**src/rtl/scrc_byte_serializer.sv**
```systemverilog
// -----------------------------------------------------------------------------
// scrc_byte_serializer
//
// Purpose:
//   Accepts framed bytes and feeds them one bit at a time to an external serial
//   CRC stage. Each bit is presented on ser_data for GAP_CYCLES idle cycles and
//   then qualified by a one-cycle ser_enable strobe. The first byte of a frame
//   (s_sof) is preceded by a one-cycle ser_init pulse that clears the CRC stage.
//   After the last bit of the frame (s_eof) the running CRC returned on crc_in
//   is captured into crc_result and flagged with a one-cycle crc_valid pulse.
//
// Configuration:
//   SCRC_MSB_FIRST_EN  defined   -> bits are sent s_data[7] first
//                      undefined -> bits are sent s_data[0] first (default)
//   GAP_CYCLES         idle cycles before each strobe, legal range 1..15
//
// Ports:
//   clk         in   1   rising-edge clock
//   reset       in   1   asynchronous active-high reset
//   s_data      in   8   byte offered for serialization
//   s_valid     in   1   s_data / s_sof / s_eof are valid
//   s_sof       in   1   first byte of a frame
//   s_eof       in   1   last byte of a frame
//   s_ready     out  1   byte accepted on this edge when s_valid is high
//   ser_data    out  1   current serial bit
//   ser_enable  out  1   one-cycle strobe qualifying ser_data
//   ser_init    out  1   one-cycle CRC clear at frame start
//   crc_in      in   16  running CRC from the CRC stage
//   crc_result  out  16  CRC captured at frame end
//   crc_valid   out  1   one-cycle pulse when crc_result is updated
// -----------------------------------------------------------------------------
module scrc_byte_serializer #(
  parameter int GAP_CYCLES = 1
) (
  input  logic        clk,
  input  logic        reset,
  input  logic [7:0]  s_data,
  input  logic        s_valid,
  input  logic        s_sof,
  input  logic        s_eof,
  output logic        s_ready,
  output logic        ser_data,
  output logic        ser_enable,
  output logic        ser_init,
  input  logic [15:0] crc_in,
  output logic [15:0] crc_result,
  output logic        crc_valid
);

  localparam logic [3:0] GAP_LAST = 4'(GAP_CYCLES - 1);

  typedef enum logic [2:0] {IDLE, INIT, GAP, SHIFT, DONE} state_t;

  state_t      state_reg,      state_next;
  logic [7:0]  byte_reg,       byte_next;
  logic        eof_reg,        eof_next;
  logic [2:0]  bit_cnt_reg,    bit_cnt_next;
  logic [3:0]  gap_cnt_reg,    gap_cnt_next;
  logic [15:0] crc_result_reg, crc_result_next;
  logic        crc_valid_reg,  crc_valid_next;

  // The byte is stored already in transmission order, so bit_cnt_reg always
  // indexes the pending bit directly regardless of the bit-order option.
  logic [7:0] ordered_data;

  genvar gi;
  generate
    for (gi = 0; gi < 8; gi++) begin : g_order
`ifdef SCRC_MSB_FIRST_EN
      assign ordered_data[gi] = s_data[7 - gi];
`else
      assign ordered_data[gi] = s_data[gi];
`endif
    end
  endgenerate

  always_ff @(posedge clk or posedge reset) begin
    if (reset) begin
      state_reg      <= IDLE;
      byte_reg       <= '0;
      eof_reg        <= 1'b0;
      bit_cnt_reg    <= '0;
      gap_cnt_reg    <= '0;
      crc_result_reg <= '0;
      crc_valid_reg  <= 1'b0;
    end else begin
      state_reg      <= state_next;
      byte_reg       <= byte_next;
      eof_reg        <= eof_next;
      bit_cnt_reg    <= bit_cnt_next;
      gap_cnt_reg    <= gap_cnt_next;
      crc_result_reg <= crc_result_next;
      crc_valid_reg  <= crc_valid_next;
    end
  end

  always_comb begin
    state_next      = state_reg;
    byte_next       = byte_reg;
    eof_next        = eof_reg;
    bit_cnt_next    = bit_cnt_reg;
    gap_cnt_next    = '0;           // restarts on every GAP entry
    crc_result_next = crc_result_reg;
    crc_valid_next  = 1'b0;
    s_ready         = 1'b0;
    ser_data        = 1'b0;
    ser_enable      = 1'b0;
    ser_init        = 1'b0;

    case (state_reg)
      IDLE: begin
        s_ready = 1'b1;
        if (s_valid) begin
          byte_next    = ordered_data;
          eof_next     = s_eof;
          bit_cnt_next = '0;
          state_next   = s_sof ? INIT : GAP;
        end
      end
      INIT: begin
        ser_init   = 1'b1;
        state_next = GAP;
      end
      GAP: begin
        // Bit is driven ahead of its strobe so the CRC stage sees a settled value.
        ser_data = byte_reg[bit_cnt_reg];
        if (gap_cnt_reg == GAP_LAST) begin
          state_next = SHIFT;
        end else begin
          gap_cnt_next = gap_cnt_reg + 4'd1;
        end
      end
      SHIFT: begin
        ser_data   = byte_reg[bit_cnt_reg];
        ser_enable = 1'b1;
        if (bit_cnt_reg == 3'd7) begin
          state_next = eof_reg ? DONE : IDLE;
        end else begin
          bit_cnt_next = bit_cnt_reg + 3'd1;
          state_next   = GAP;
        end
      end
      DONE: begin
        // The CRC stage has absorbed the last strobe by now; capture its value.
        crc_result_next = crc_in;
        crc_valid_next  = 1'b1;
        state_next      = IDLE;
      end
      default: state_next = IDLE;
    endcase
  end

  assign crc_result = crc_result_reg;
  assign crc_valid  = crc_valid_reg;

endmodule

```
**config.mk**
```make
export PLATFORM = sky130hd
export DESIGN_NAME = scrc_byte_serializer
export DESIGN_NICKNAME = d
export VERILOG_FILES = /design/src/rtl/scrc_byte_serializer.sv
export SDC_FILE = /design/constraint.sdc
export NUM_CORES = 1
export LEC_CHECK = 0
export BUFFER_PORTS_ARGS = -buffer_cell sky130_fd_sc_hd__buf_2
export CELL_PAD_IN_SITES_DETAIL_PLACEMENT = 1
export CELL_PAD_IN_SITES_GLOBAL_PLACEMENT = 1
export CORE_MARGIN = 1
export CORE_UTILIZATION = 43
export DETAILED_ROUTE_END_ITERATION = 6
export GPL_TIMING_DRIVEN = 0
export PLACE_DENSITY_LB_ADDON = 0.25
export SYNTH_ARGS = -nofsm -noshare
export SYNTH_HDL_FRONTEND = slang
export SYNTH_SLANG_ARGS = --single-unit
```
**constraint.sdc**
```tcl
create_clock -name clk -period 5.23 [get_ports clk]
set_clock_uncertainty 0.1 [all_clocks]
set_input_delay 1.046 -clock clk [delete_from_list [all_inputs] [get_ports clk]]
set_output_delay 1.046 -clock clk [all_outputs]
set_load 0.005 [all_outputs]
```
== Yosys cells after proc, flatten, opt, wreduce, memory -nomap -nowiden ==
Index checks and enable logic that the tools add are counted.

* Flip-flop bits (word level): 36
* Input port bits: 29
* Output and inout port bits: 21
* Logic and storage cells: 43

* Add/sub/neg operators: 2
* $lt $le $gt $ge: 1
* Equality and inequality tests: 8
* Muxes and demuxes: 18
* Reduce and logical (&&, ||, !) cells: 7

{| class="wikitable"
|+ Operators with widths
! operator !! number
|-
| 2-to-1 mux 3 bit || 6
|-
| case mux 3 bit (4 select lines) || 1
|-
| 2-to-1 mux 4 bit || 2
|-
| == test 3 x 2 -> 1 bit (second input constant) || 2
|-
| == test 3 bit (second input constant) || 2
|-
| 2-to-1 mux 1 bit || 6
|-
| != test 2 bit (second input constant) || 3
|-
| case mux 3 bit (2 select lines) || 1
|-
| adder 4 x 1 -> 4 bit (second input constant) || 1
|-
| zero test 4 bit || 1
|-
| less-than comparator 3 x 4 -> 1 bit (second input constant) || 1
|-
| AND reduction 2 bit || 2
|-
| adder 3 x 1 -> 3 bit (second input constant) || 1
|-
| binary-select mux 1 bit (select 3 bit) || 1
|-
| == test 3 x 1 -> 1 bit (second input constant) || 1
|-
| zero test 3 bit || 1
|-
| AND reduction 3 bit || 1
|-
| 2-to-1 mux 2 bit || 1
|-
| nonzero test 2 bit || 1
|-
| OR reduction 2 bit || 1
|}

== Depth between registers and ports, before layout ==
Gate-level depths: netlist of the first run.

* Word-level depth: 3
* Gate-level depth with buffers: 5
* Gate-level depth less buffers: 5

== Least setup slack after synthesis of the first run ==
Ideal clock, no wire load.

* Path kind: register -> output
* Start point: reg bit_cnt_reg[0]
* End point: out ser_data
* Arrival time: 1.181 ns
* Data required time: 4.084 ns
* Slack: 2.903 ns
* Stages on the path, launching flop included: 3
* Path buffers: 0
* Cell sequence: dfrtp_1 > mux4_2 > o2111a_1

* Word-level cells in the longest chain between the ends: 3

{| class="wikitable"
|+ RTL lines
! what !! line !! source
|-
| start, declared || 57 || <nowiki>logic [2:0] bit_cnt_reg, bit_cnt_next;</nowiki>
|-
| start signal, assigned || 90 || <nowiki>bit_cnt_reg <= bit_cnt_next;</nowiki>
|-
| binary-select mux 1 bit (select 3 bit) || 126, 134 ||
|-
| 2-to-1 mux 1 bit (implied by the code) || 126, 134 ||
|-
| 2-to-1 mux 1 bit || -- ||
|-
| end, declared || 42 || <nowiki>output logic ser_data,</nowiki>
|}

No other way between the ends. The select of a mux whose other input is x is not followed.

== Worst setup path in the final report of the first run ==
Ends and elaborated chain as after synthesis.

==> results of run 1 <==
routing by layer:
| layer | vias to the layer above | share of wire [%] |
|---|---|---|
| met5 | - | 0 |
| met4 | 0 | 1.7 |
| met3 | 6 | 4.9 |
| met2 | 29 | 54 |
| met1 | 523 | 39 |
| li1 | 488 | - |
cell usage in the layout (no fill, tap or decap):
cell / netlist / layout
mux2_4: 9 / 9
buf_8: 1 / 1
buf_2: 0 / 49
and4bb_2: 1 / 1
and2_1: 4 / 4
clkinv_2: 0 / 2
buf_4: 2 / 2
a21oi_1: 1 / 1
a311oi_1: 1 / 1
o21ai_0: 1 / 1
nor3b_4: 1 / 1
inv_2: 0 / 1
dfrtp_1: 36 / 36
buf_6: 2 / 2
nand3b_1: 1 / 1
a22o_1: 2 / 2
nor3b_1: 2 / 2
mux4_2: 1 / 1
nor4b_2: 1 / 1
xnor2_1: 2 / 2
nor2_1: 3 / 3
clkbuf_8: 0 / 6
nand3_1: 2 / 2
nand2b_1: 1 / 1
o2111a_1: 1 / 1
mux2_2: 17 / 17
nor3_1: 3 / 3
and3_1: 1 / 1
ha_1: 4 / 4
mux2i_1: 2 / 2
inv_1: 3 / 2
nor2b_1: 2 / 2
layout make-up:
cell class / instances / area (sq um) / area share, %
plain buffers: 5 / 52.6 / 2.63
clock buffers: 6 / 82.6 / 4.13
clock inverters: 2 / 10.0 / 0.501
inverters: 3 / 11.3 / 0.563
multi-input cells: 63 / 639 / 32.0
flip-flops and latches: 36 / 901 / 45.1
well taps: 46 / 57.6 / 2.88
repair buffers: 49 / 245 / 12.3
power by group through the flow:
stage	registers [mW]	logic [mW]	clock network [mW]
after global routing	0.398	0.296	0.221
after detailed placement	0.394	0.269	0
final	0.388	0.264	0.203
after floorplan	0.381	0.192	0
after global placement	0.389	0.249	0
after CTS	0.389	0.269	0.210
per-stage QoR:
stage	utilization (%)	area [sq um]
final	58.1	2000
after CTS	58.1	2000
after detailed placement	55.4	1910
after global routing	58.1	2000
after floorplan	-	1600
after global placement	55.4	1910
cell usage after synthesis (all sizes together), types with 3 or more instances:
master and number:
and2 4, buf 5, dfrtp 36, ha 4, inv 3, mux2 26, nor2 3, nor3 3
nor3b 3
kinds of logic (layout without fill, tap and decap cells):
kind of cell / Yosys count / count (layout)
AO/OA/AOI/OAI: 6 / 6
buffers and inverters: 8 / 65
AND/OR/NAND/NOR: 22 / 22
multiplexers: 29 / 29
XOR/XNOR: 2 / 2
flip-flops: 36 / 36
adder cells (fa/ha/maj): 4 / 4
final timing paths:
kind,end,from,slack (ns)
setup / recovery,ser_data,bit_cnt_reg[0],2.40
hold / removal,crc_result[5],crc_result[5],0.41
setup reg to reg,bit_cnt_reg[0],bit_cnt_reg[0],3.40
hold reg to reg,crc_result[5],crc_result[5],0.41
max in group asynchronous,crc_result[6],reset,3.78
min in group asynchronous,crc_result[11],reset,0.78
==> flow_summary.toml, run 1 <==
[global_route]
grt_max_degree = 37
top_usage_layer = "met2"
grt_util_all_layers_pct = 19.1
use_met3_pct = 5.62
met1_usage_pct = 21.9
grt_antenna_before_repair = 0
grtUsageMet2_pct = 32.9
first_global_vias = 1149
grt_pass1_wl_mm = 5.65
grt-ovfl-total = 0

[yosys]
synth_area_leaders = "dfrtp_1, mux2_2, mux2_4"
synth_area_sq_um = 1600
avgSynthCellArea_sq_um = 15.0
syn_nets = 140
synth_cells = 107
synth-xor-area-share_pct = 1.09
ys.flop_type = "dfrtp_1"
yosys.area.top_type_share_pct = 56.2
synth_edf_count = 0
ys_seq_area_share_pct = 56.2
ys_ff_latch = 36
ys_types = 28
synth_compound_area_share_pct = 2.96
synth_top_family_by_area = "multiplexers"
synthAdderAreaFrac_pct = 3.12
ys_warn_count = 0
ys_async_sr_fraction_pct = 100
muxShareOfSynthArea_pct = 23.0
yosysTopAreaCell = "dfrtp_1"
synthSimpleGateAreaFrac_pct = 9.67

[clocking]
numCtsBuffers = 5
cts-resized-gates = 0
clkTransAtPathRegs_ns = 0.07
cts.sinks = 36
cts_hold_buf = 0
cts_tree = "done"
ctsLongestPathBuffers = 2
root_buffer = "clkbuf_8"
post-cts-setup-buffer-count = 0
clock_latency_ns = 0.29
htree_num_levels = 2

[timing]
hold_violations = 0
finalSetupViolCount = 0
min_period_over_period_pct = 54.2
rsz0062_at_grt = "no"
clock.fmax_ghz = 0.353
fin_crit_ns = 2.83
relSlewSlack_pct = 50.8
tns_ns = 0
worstMarginPinSlew_ns = 0.738
report.final.slew_viol_count = 0
worst_slack_ns = 2.40
hold_slack_ns = 0.408

[hold_path]
min_path_cells = 1
hp-class = "reg -> reg"

[finish]
fillers = 369
largest_register_ffs = 16
final_layout_size_suffix_gt1_share_pct = 56.7
fin_cells = 210
num-nets-final = 196
diodes = 0
areaGrowthSynthToFinish_pct = 24.6

[placement]
finalWeightedCongestion = 0.694
dp.cells = 202
dpl.hpwl_mm = 2.41
pre_cts_ws_ns = 2.71
port_buffers = 49

[critical_path]
cp.arrival_ns = 1.69
crit_path_cell_trace = "mux4_2 -> o2111a_1 -> buf_2"
cp_max_fo = 5
cpMaxStageDelayCell = "mux4_2"
crit_path_end_kind = "primary output"
cp-start-kind = "flop"
crit_path_max_incr_delay_ns = 0.54
cp_num_buf_inv = 1
reg2regPathDepth = 5
critical_path_required_ns = 4.08
critPathKind = "reg -> out"
crit_cells = 3
crit_family = "multiplexers"

[die]
die_w_um = 63.1
die_y_um = 63.1
ios = 50
fp-row-count = 21
core_sq_um = 3440
initial_core_util_pct = 46.6
die-area_sq_um = 3980

[pwr]
p_int_uw = 603
peakVddDrop_mv = 0.205
pwr-share-comb_pct = 30.9
power_density_nw_per_um2 = 428
power_uw = 855
netSwitchingPower_uw = 252
swShare_pct = 29.5
clkPwrFrac_pct = 23.8
seqPwrFrac_pct = 45.4
leakage_nw = 1.04

[route]
post-route-drc-count = 0
viasPerCell = 4.98
vias = 1046
wl_per_cell_um = 15.5
antenna_left = 0
routed_wl_mm = 3.26
drtIter0Drc = 28
detail_route.first_pass.iterations = 2

[run_status]
status = "completed"

[flow_run]
max_cap_violations = 0
Note: power is estimated with default switching activity, not from simulation.
==> run 2: changes to the inputs <==
--- a/config.mk
+++ b/config.mk
@@ -5,11 +5,12 @@
 export SDC_FILE = /design/constraint.sdc
 export NUM_CORES = 1
 export LEC_CHECK = 0
+export ABC_AREA = 1
 export BUFFER_PORTS_ARGS = -buffer_cell sky130_fd_sc_hd__buf_2
 export CELL_PAD_IN_SITES_DETAIL_PLACEMENT = 1
 export CELL_PAD_IN_SITES_GLOBAL_PLACEMENT = 1
 export CORE_MARGIN = 1
-export CORE_UTILIZATION = 43
+export CORE_UTILIZATION = 33
 export DETAILED_ROUTE_END_ITERATION = 6
 export GPL_TIMING_DRIVEN = 0
 export PLACE_DENSITY_LB_ADDON = 0.25
==> constraint.sdc (replaced) <==
create_clock -name clk -period 2.49 [get_ports clk]
set_clock_uncertainty 0.1 [all_clocks]
set_input_delay 0.498 -clock clk [delete_from_list [all_inputs] [get_ports clk]]
set_output_delay 0.498 -clock clk [all_outputs]
set_load 0.005 [all_outputs]
==> flow_summary.toml, run 2 <==
[yosys]
synth_edf_count = 0
ys.flop_type = "dfrtp_1"
netlist_top_cells_count = "nand2_1, dfrtp_1, inv_1"
ys_seq_area_share_pct = 54.3
yosys.area.top_type_share_pct = 54.3
synth_area_leaders = "dfrtp_1, nand2_1, inv_1"
syn_nets = 227
ys_ff_latch = 36
ys_warn_count = 0
yosysTopAreaCell = "dfrtp_1"
synth_most_common_cell = "nand2_1"
ys_async_sr_fraction_pct = 100
ys_types = 23
avgSynthCellArea_sq_um = 8.56
synth_cells = 194
synth_area_sq_um = 1660

[clocking]
cts_tree = "done"
clkTransAtPathRegs_ns = 0.07
cts.sinks = 36
cts-resized-gates = 0
cts_hold_buf = 0
htree_num_levels = 2
clock_latency_ns = 0.29
root_buffer = "clkbuf_8"
ctsLongestPathBuffers = 2
numCtsBuffers = 5
post-cts-setup-buffer-count = 0

[die]
die_w_um = 72.9
die_y_um = 72.9
die-area_sq_um = 5320
core_sq_um = 4790
initial_core_util_pct = 34.7
ios = 50
fp-row-count = 25

[finish]
post-route-util_pct = 43.5
layout_common_cells = "nand2_1, buf_2, dfrtp_1"
final_common_cell = "nand2_1"
fin_cells = 318
num-nets-final = 283
final_layout_size_suffix_gt1_share_pct = 31.1
largest_register_ffs = 16
areaGrowthSynthToFinish_pct = 25.4
diodes = 0

[timing]
finalSetupViolCount = 0
tns_ns = 0
hold_violations = 0
worst_slack_ns = 0.499
clock.fmax_ghz = 0.502
min_period_over_period_pct = 80.0
report.final.slew_viol_count = 0
hold_slack_ns = 0.238
fin_crit_ns = 1.99
relSlewSlack_pct = 50.2
rsz0062_at_grt = "no"
worstMarginPinSlew_ns = 0.746

[pwr]
power_density_nw_per_um2 = 812
pwr-share-comb_pct = 30.9
swShare_pct = 34.1
leakage_nw = 1.09
p_int_mw = 1.11
clkPwrFrac_pct = 25.3
seqPwrFrac_pct = 43.7
peakVddDrop_mv = 0.279
netSwitchingPower_uw = 576

[global_route]
grt-ovfl-total = 0
grt_antenna_before_repair = 0
grt_util_all_layers_pct = 16.3
first_global_vias = 1480
grt_pass1_wl_mm = 6.47
grt_max_degree = 37

[flow_run]
max_cap_violations = 0

[hold_path]
hp-class = "in -> async"

[route]
routed_wl_mm = 3.57
viasPerCell = 4.29
post-route-drc-count = 0
antenna_left = 0
drtIter0Drc = 30
detail_route.first_pass.iterations = 2
wl_per_cell_um = 11.2
vias = 1364

[critical_path]
cp_max_fo = 8
critical_path_required_ns = 1.89
ff2ff_setup_slack_ns = 0.97
cp-start-kind = "flop"
crit_path_max_incr_delay_ns = 0.49
reg2regPathDepth = 7
critPathKind = "reg -> out"
cp_num_buf_inv = 2
crit_path_end_kind = "primary output"
rr_startpoint = "bit_cnt_reg[0]"
crit_family = "flip-flops"
timing.rr.end = "bit_cnt_reg[1]"
cp.arrival_ns = 1.39
crit_path_cell_trace = "inv_1 -> nand2_1 -> nand3_1 -> nand2_1 -> nor2_1 -> nor2_1 -> buf_2"
cpMaxStageDelayCell = "dfrtp_1"

[placement]
dpl.hpwl_mm = 2.70
dp.cells = 310
finalWeightedCongestion = 0.767
port_buffers = 49
pre_cts_ws_ns = 0.814

[run_status]
status = "completed"
run 2: cell types whose count changed in the layout (fill, tap and decap cells not counted), moves of 3 or more:
cell and delta:
mux2_4 -9, nand3_1 +11, and2_1 -3, inv_2 +3
nor2_1 +16, a21oi_2 +8, mux2_2 -17, nand2_1 +71
inv_1 +19
run 2: how the worst max path moves through the flow:
stage,cells after the start,startpoint,endpoint,slack (ns)
detailed placement,7,bit_cnt_reg[0],ser_data,0.81
CTS,7,bit_cnt_reg[0],ser_data,0.49
finish,7,bit_cnt_reg[0],ser_data,0.50
global placement,2,reset,byte_reg[0],0.54
global route,7,bit_cnt_reg[0],ser_data,0.34
floorplan,6,bit_cnt_reg[0],ser_data,1.05
run 2: logic make-up (layout without fill, tap and decap cells):
group           after synthesis  after routing  synth area share, %
compound gates               11             11                 5.28
xor+xnor                      2              2                 1.06
fa+ha+maj                     4              4                 3.01
buf+inv                      29             86                 8.29
flops                        36             36                 54.3
simple gates                112            112                 28.1
run 2: layer usage:
| metal | part of all wire, % | global-route usage (%) | up-vias |
|---|---|---|---|
| met5 | 0 | 0 | - |
| met4 | 1.5 | 5.88 | 0 |
| met3 | 4.5 | 5.66 | 6 |
| met2 | 49 | 28.3 | 29 |
| met1 | 45 | 18.5 | 627 |
| li1 | - | - | 702 |
run 2: layout make-up:
cell class                      instances  area (sq um)
Clock inverter                          2          10.0
Timing Repair Buffer                   49           245
Clock buffer                            6          82.6
Multi-Input combinational cell        129           622
Buffer                                  4          43.8
Tap cell                               67          83.8
Sequential cell                        36           901
Fill cell                             588          2700
Inverter                               25          93.8
run 2: power by group through the flow:
stage	registers, mW	logic, mW	clock network [mW]
5_1_grt	0.754	0.615	0.472
4_1_cts	0.741	0.538	0.440
2_1_floorplan	0.735	0.397	0
3_3_place_gp	0.747	0.527	0
3_5_place_dp	0.752	0.536	0
6_report	0.739	0.523	0.428
run 2: per-stage QoR:
stage	cell area (sq um)	total power, mW
after detailed placement	1990	1.29
after floorplan	1660	1.13
final	2080	1.69
after global placement	1990	1.27
after CTS	2080	1.72
after global routing	2080	1.84
